File: src/rtl/button_debouncer.sv
`default_nettype none
// ============================================================================
// Module   : button_debouncer
// Brief    : Synchronizes and debounces a raw push button; emits a clean
//            level, press/release/long-press pulses and an 8-bit press tally.
// Revision : 1.0 - initial release
// ============================================================================
module button_debouncer #(
    parameter int DEBOUNCE_CYCLES = 500000,
    parameter int LONG_CYCLES     = 50000000
) (
    input  logic       clk,
    input  logic       rst_n,
    input  logic       button,
    output logic       btn_level,
    output logic       btn_press,
    output logic       btn_release,
    output logic       btn_long,
    output logic [7:0] press_count
);

    localparam int DW = (DEBOUNCE_CYCLES > 2) ? $clog2(DEBOUNCE_CYCLES) : 1;
    localparam int LW = $clog2(LONG_CYCLES + 1);

    localparam logic [DW-1:0] c_dcnt_one  = DW'(1);
    localparam logic [DW-1:0] c_dcnt_last = DW'(DEBOUNCE_CYCLES - 1);
    localparam logic [LW-1:0] c_lcnt_sat  = LW'(LONG_CYCLES);
    localparam logic [LW-1:0] c_lcnt_fire = LW'(LONG_CYCLES - 1);

    typedef enum logic [1:0] {
        IDLE       = 2'd0,
        PRESS_WAIT = 2'd1,
        HELD       = 2'd2,
        REL_WAIT   = 2'd3
    } state_t;

    state_t        r_state;
    state_t        w_state_nxt;
    logic          r_s1;
    logic          r_s2;
    logic [DW-1:0] r_dcnt;
    logic [DW-1:0] w_dcnt_nxt;
    logic [LW-1:0] r_lcnt;
    logic [LW-1:0] w_lcnt_nxt;
    logic          w_press;
    logic          w_release;
    logic          w_long;
    logic          w_pressed_state;

    logic          r_level;
    logic          r_press;
    logic          r_release;
    logic          r_long;
    logic [7:0]    r_count;

    always_ff @(posedge clk or negedge rst_n) begin
        if (!rst_n) begin
            r_s1 <= 1'b0;
            r_s2 <= 1'b0;
        end else begin
            r_s1 <= button;
            r_s2 <= r_s1;
        end
    end

    always_ff @(posedge clk or negedge rst_n) begin
        if (!rst_n) begin
            r_state <= IDLE;
            r_dcnt  <= '0;
            r_lcnt  <= '0;
        end else begin
            r_state <= w_state_nxt;
            r_dcnt  <= w_dcnt_nxt;
            r_lcnt  <= w_lcnt_nxt;
        end
    end

    always_comb begin
        w_state_nxt = r_state;
        w_dcnt_nxt  = '0;
        w_press     = 1'b0;
        w_release   = 1'b0;
        case (r_state)
            IDLE: begin
                if (r_s2) begin
                    w_state_nxt = PRESS_WAIT;
                    w_dcnt_nxt  = c_dcnt_one;
                end
            end
            PRESS_WAIT: begin
                if (!r_s2) begin
                    w_state_nxt = IDLE;
                end else if (r_dcnt == c_dcnt_last) begin
                    w_state_nxt = HELD;
                    w_press     = 1'b1;
                end else begin
                    w_dcnt_nxt  = r_dcnt + c_dcnt_one;
                end
            end
            HELD: begin
                if (!r_s2) begin
                    w_state_nxt = REL_WAIT;
                    w_dcnt_nxt  = c_dcnt_one;
                end
            end
            REL_WAIT: begin
                if (r_s2) begin
                    w_state_nxt = HELD;
                end else if (r_dcnt == c_dcnt_last) begin
                    w_state_nxt = IDLE;
                    w_release   = 1'b1;
                end else begin
                    w_dcnt_nxt  = r_dcnt + c_dcnt_one;
                end
            end
            default: begin
                w_state_nxt = IDLE;
            end
        endcase
    end

    // Long-press timer keeps running through release bounce; the release
    // edge itself suppresses the pulse so it can never follow btn_release.
    assign w_pressed_state = (r_state == HELD) || (r_state == REL_WAIT);

    always_comb begin
        w_lcnt_nxt = r_lcnt;
        w_long     = 1'b0;
        if (w_press) begin
            w_lcnt_nxt = '0;
        end else if (w_pressed_state) begin
            if (r_lcnt != c_lcnt_sat) begin
                w_lcnt_nxt = r_lcnt + LW'(1);
            end
            w_long = (r_lcnt == c_lcnt_fire) && !w_release;
        end
    end

    always_ff @(posedge clk or negedge rst_n) begin
        if (!rst_n) begin
            r_level   <= 1'b0;
            r_press   <= 1'b0;
            r_release <= 1'b0;
            r_long    <= 1'b0;
            r_count   <= 8'h00;
        end else begin
            r_level   <= (w_state_nxt == HELD) || (w_state_nxt == REL_WAIT);
            r_press   <= w_press;
            r_release <= w_release;
            r_long    <= w_long;
            if (w_press) begin
                r_count <= r_count + 8'd1;
            end
        end
    end

    assign btn_level   = r_level;
    assign btn_press   = r_press;
    assign btn_release = r_release;
    assign btn_long    = r_long;
    assign press_count = r_count;

endmodule
`default_nettype wire

File: config.mk
export PLATFORM = sky130hd
export DESIGN_NAME = button_debouncer
export DESIGN_NICKNAME = d
export VERILOG_FILES = /design/src/rtl/button_debouncer.sv
export SDC_FILE = /design/constraint.sdc
export NUM_CORES = 1
export LEC_CHECK = 0
export ABC_CLOCK_PERIOD_IN_PS = 4700
export BUFFER_PORTS_ARGS = -buffer_cell sky130_fd_sc_hd__buf_2
export CAP_MARGIN = 10
export CORE_MARGIN = 3
export CORE_UTILIZATION = 64
export DETAILED_ROUTE_END_ITERATION = 8
export PLACE_DENSITY = 0.87
export REMOVE_ABC_BUFFERS = 1
export SYNTH_ARGS = -nofsm -noshare
export SYNTH_HDL_FRONTEND = slang
export SYNTH_SLANG_ARGS = --single-unit
File: constraint.sdc
create_clock -name clk -period 4.7 [get_ports clk]
set_input_delay 0.47 -clock clk [delete_from_list [all_inputs] [get_ports clk]]
set_output_delay 0.47 -clock clk [all_outputs]
set_load 0.01 [all_outputs]
==> results.json <==
{
  "reg2reg_slack_ns": 2.26,
  "crit_path_end_kind": "flip-flop",
  "critPathSlowestCell": "and4_1",
  "cts_resized": 0,
  "syn_inst": 324,
  "async_reset_ff_share_pct": 100,
  "grt_max_degree": 62,
  "ios": 15,
  "synthTopCellsByArea": "dfrtp_1 48%, xor2_1 7.7%, xnor2_1 5.5%, nor2_1 4.8%, nand2_1 4.2%",
  "maxSlewViolCount": 0,
  "drtIter0Drc": 177,
  "drc": 0,
  "reg2reg_to": "press_count[1]$_DFFE_PN0P_",
  "crit_path_end": "press_count[1]$_DFFE_PN0P_",
  "synth_top_area_cell": "dfrtp_1",
  "crit_start": "r_dcnt[0]$_DFF_PN0_",
  "post_drt_wl_per_cell_um": 15.5,
  "totalPowerFinal_uw": 967,
  "fmax_ghz": 0.410,
  "r2r-start": "r_dcnt[0]$_DFF_PN0_",
  "nets": 342,
  "rsz0062_at_grt": "no",
  "dieArea_sq_um": 5860,
  "placed_cells": 391,
  "ir_worst_vdd_uv": 199,
  "fp.dieH_um": 76.5,
  "viasPerCell": 5.77,
  "layout_min_cycle_time_ns": 2.44,
  "io_buffer_count": 14,
  "num_vias": 2341,
  "critical_path.max_stage_delay_ns": 0.64,
  "gp_congestion": 0.877,
  "hold_class": "input pin to flip-flop",
  "n_antenna_cell": 0,
  "antenna_found_initial": 0,
  "ys_ff_latch": 61,
  "drive_gt1_share_pct": 12.4,
  "crit_path_max_fanout": 16,
  "synth_area_per_cell_sq_um": 9.83,
  "final_common_cell": "dfrtp_1",
  "grt_use_total_pct": 23.3,
  "rows": 25,
  "cts.sinks": 61,
  "layout_common_cells": "61 x dfrtp_1, 41 x nor2_1, 36 x nand2_1",
  "cts_setup_buffers": 0,
  "min_period_over_period_pct": 51.9,
  "reg2reg_depth": 5,
  "ys.warnings.count": 0,
  "cts.htree.levels": 3,
  "cp_common_cell": "and4_1",
  "dpl.hpwl_um": 4090,
  "fin_skew_ns": 0.00864,
  "clk_pin_slew_ns": 0.06,
  "syn2layout_area_growth_pct": 7.70,
  "cts_buffers": 9,
  "multi_input_area_sq_um": 1540,
  "cp.required_ns": 4.93,
  "synth_edf_count": 0,
  "slew_headroom_pct": 50.4,
  "setup_violations": 0,
  "fillers": 353,
  "syn-cell-area_sq_um": 3180,
  "finalNonFillerCells": 406,
  "worst_pin_slew_ns": 0.744,
  "grt_pass1_wl_um": 10900,
  "finalSetupTns_ns": 0,
  "grt.overflow.total": 0,
  "cts_tree": "done",
  "regArea_sq_um": 1530,
  "synth-seq-area-share_pct": 47.9,
  "yosys.area.top_type_share_pct": 47.9,
  "clk_latency_ns": 0.35,
  "crit_chain": "ha_1, and4_1, and4_4, and4_1, mux2_2",
  "wl_um": 6280,
  "die_width_um": 76.5,
  "coreArea_sq_um": 4750,
  "cts-root-buf": "clkbuf_8",
  "crit_arrival_ns": 2.67,
  "cts_buffer_depth": 2,
  "cap_violations": 0,
  "p_per_area_nw_per_um2": 282,
  "hold_viol": 0,
  "ys.flop_type": "dfrtp_1",
  "initial_core_util_pct": 67.0,
  "postRouteAntennaNets": 0,
  "drtPass1Iterations": 5,
  "hold_buffers": 0,
  "start_kind": "flip-flop",
  "ys_types": 40,
  "grt_pass1_vias": 2308,
  "leakage_nw": 1.50,
  "outcome": "finished, final reports clean",
  "critPathKind": "flip-flop to flip-flop"
}
per-stage QoR:
stage	util (%)	hold WS [ns]	area, sq um	setup WS, ns
after floorplan	-	0.174	3090	2.57
after global placement	68.4	0.341	3250	2.36
after detailed placement	68.4	0.343	3250	2.31
after CTS	72.1	0.238	3430	2.27
after global routing	72.1	0.242	3430	2.06
final	72.1	0.236	3430	2.26
kinds of logic (layout without fill, tap and decap cells):
family	after synthesis	in the layout	synth area share, %
AOI/OAI and AO/OA	22	22	3.54
xor gates and xnor gates	49	49	13.7
adders and majority gates	4	4	1.57
buffers and inverters	22	37	3.77
DFF	61	61	47.9
muxes	3	3	0.982
and+or+nand+nor	163	163	28.5
critical path, delay by kind of cell (launching register included):
| family | cells | cell delay (ns) |
|---|---|---|
| adders and majority gates | 1 | 0.25 |
| DFF | 1 | 0.40 |
| muxes | 1 | 0.40 |
| and+or+nand+nor | 3 | 1.28 |
cell type report:
| cell class | instances | area share [%] |
|---|---|---|
| Multi-Input combinational cell | 241 | 44.8 |
| Sequential cell | 61 | 44.5 |
| Clock buffer | 14 | 5.03 |
| Tap cell | 67 | 2.44 |
| Timing Repair Buffer | 15 | 2.26 |
| Inverter | 7 | 0.766 |
| Clock inverter | 1 | 0.146 |
worst min path at each step:
| stage | cells after the start | end | slack (ns) | start |
|---|---|---|---|---|
| after floorplan | 0 | btn_level$_DFF_PN0_ | 0.17 | rst_n |
| after global routing | 1 | r_s1$_DFF_PN0_ | 0.24 | button |
| after CTS | 1 | r_s1$_DFF_PN0_ | 0.24 | button |
| final | 1 | r_s1$_DFF_PN0_ | 0.24 | button |
| after global placement | 0 | r_s2$_DFF_PN0_ | 0.34 | r_s1$_DFF_PN0_ |
| after detailed placement | 0 | r_s2$_DFF_PN0_ | 0.34 | r_s1$_DFF_PN0_ |
metal layers:
layer / track usage (%) / part of all wire [%] / vias to the layer above
met5: 0 / 0 / -
met4: 14.7 / 3.1 / 0
met3: 3.90 / 4.5 / 20
met2: 34.4 / 47 / 57
met1: 31.9 / 45 / 1121
li1: - / - / 1143
Yosys cell counts (all sizes together), types with 2 or more instances:
cell	n
and4b	2
nand3	25
nor4	12
and4	7
dfrtp	61
nand4	17
xor2	28
nor3	10
o21ai	20
inv	6
nor2	41
xnor2	21
clkbuf	5
nor4b	2
and3	3
mux2i	2
ha	4
nand2	36
buf	10
and2	4
state kept, by name, indices dropped and copies added (netlist names):
signal	flops
press_count	8
r_s2	1
btn_release	1
r_dcnt	19
btn_long	1
r_s1	1
r_lcnt	26
btn_level	1
btn_press	1
r_state	2
where the power goes:
part	internal (mW)	total (mW)	switching [mW]
sequential	0.528	0.530	0.00273
clock	0.231	0.420	0.189
combinational	0.00323	0.0170	0.0137
total	0.762	0.967	0.205
Note: power is estimated with default switching activity, not from simulation.
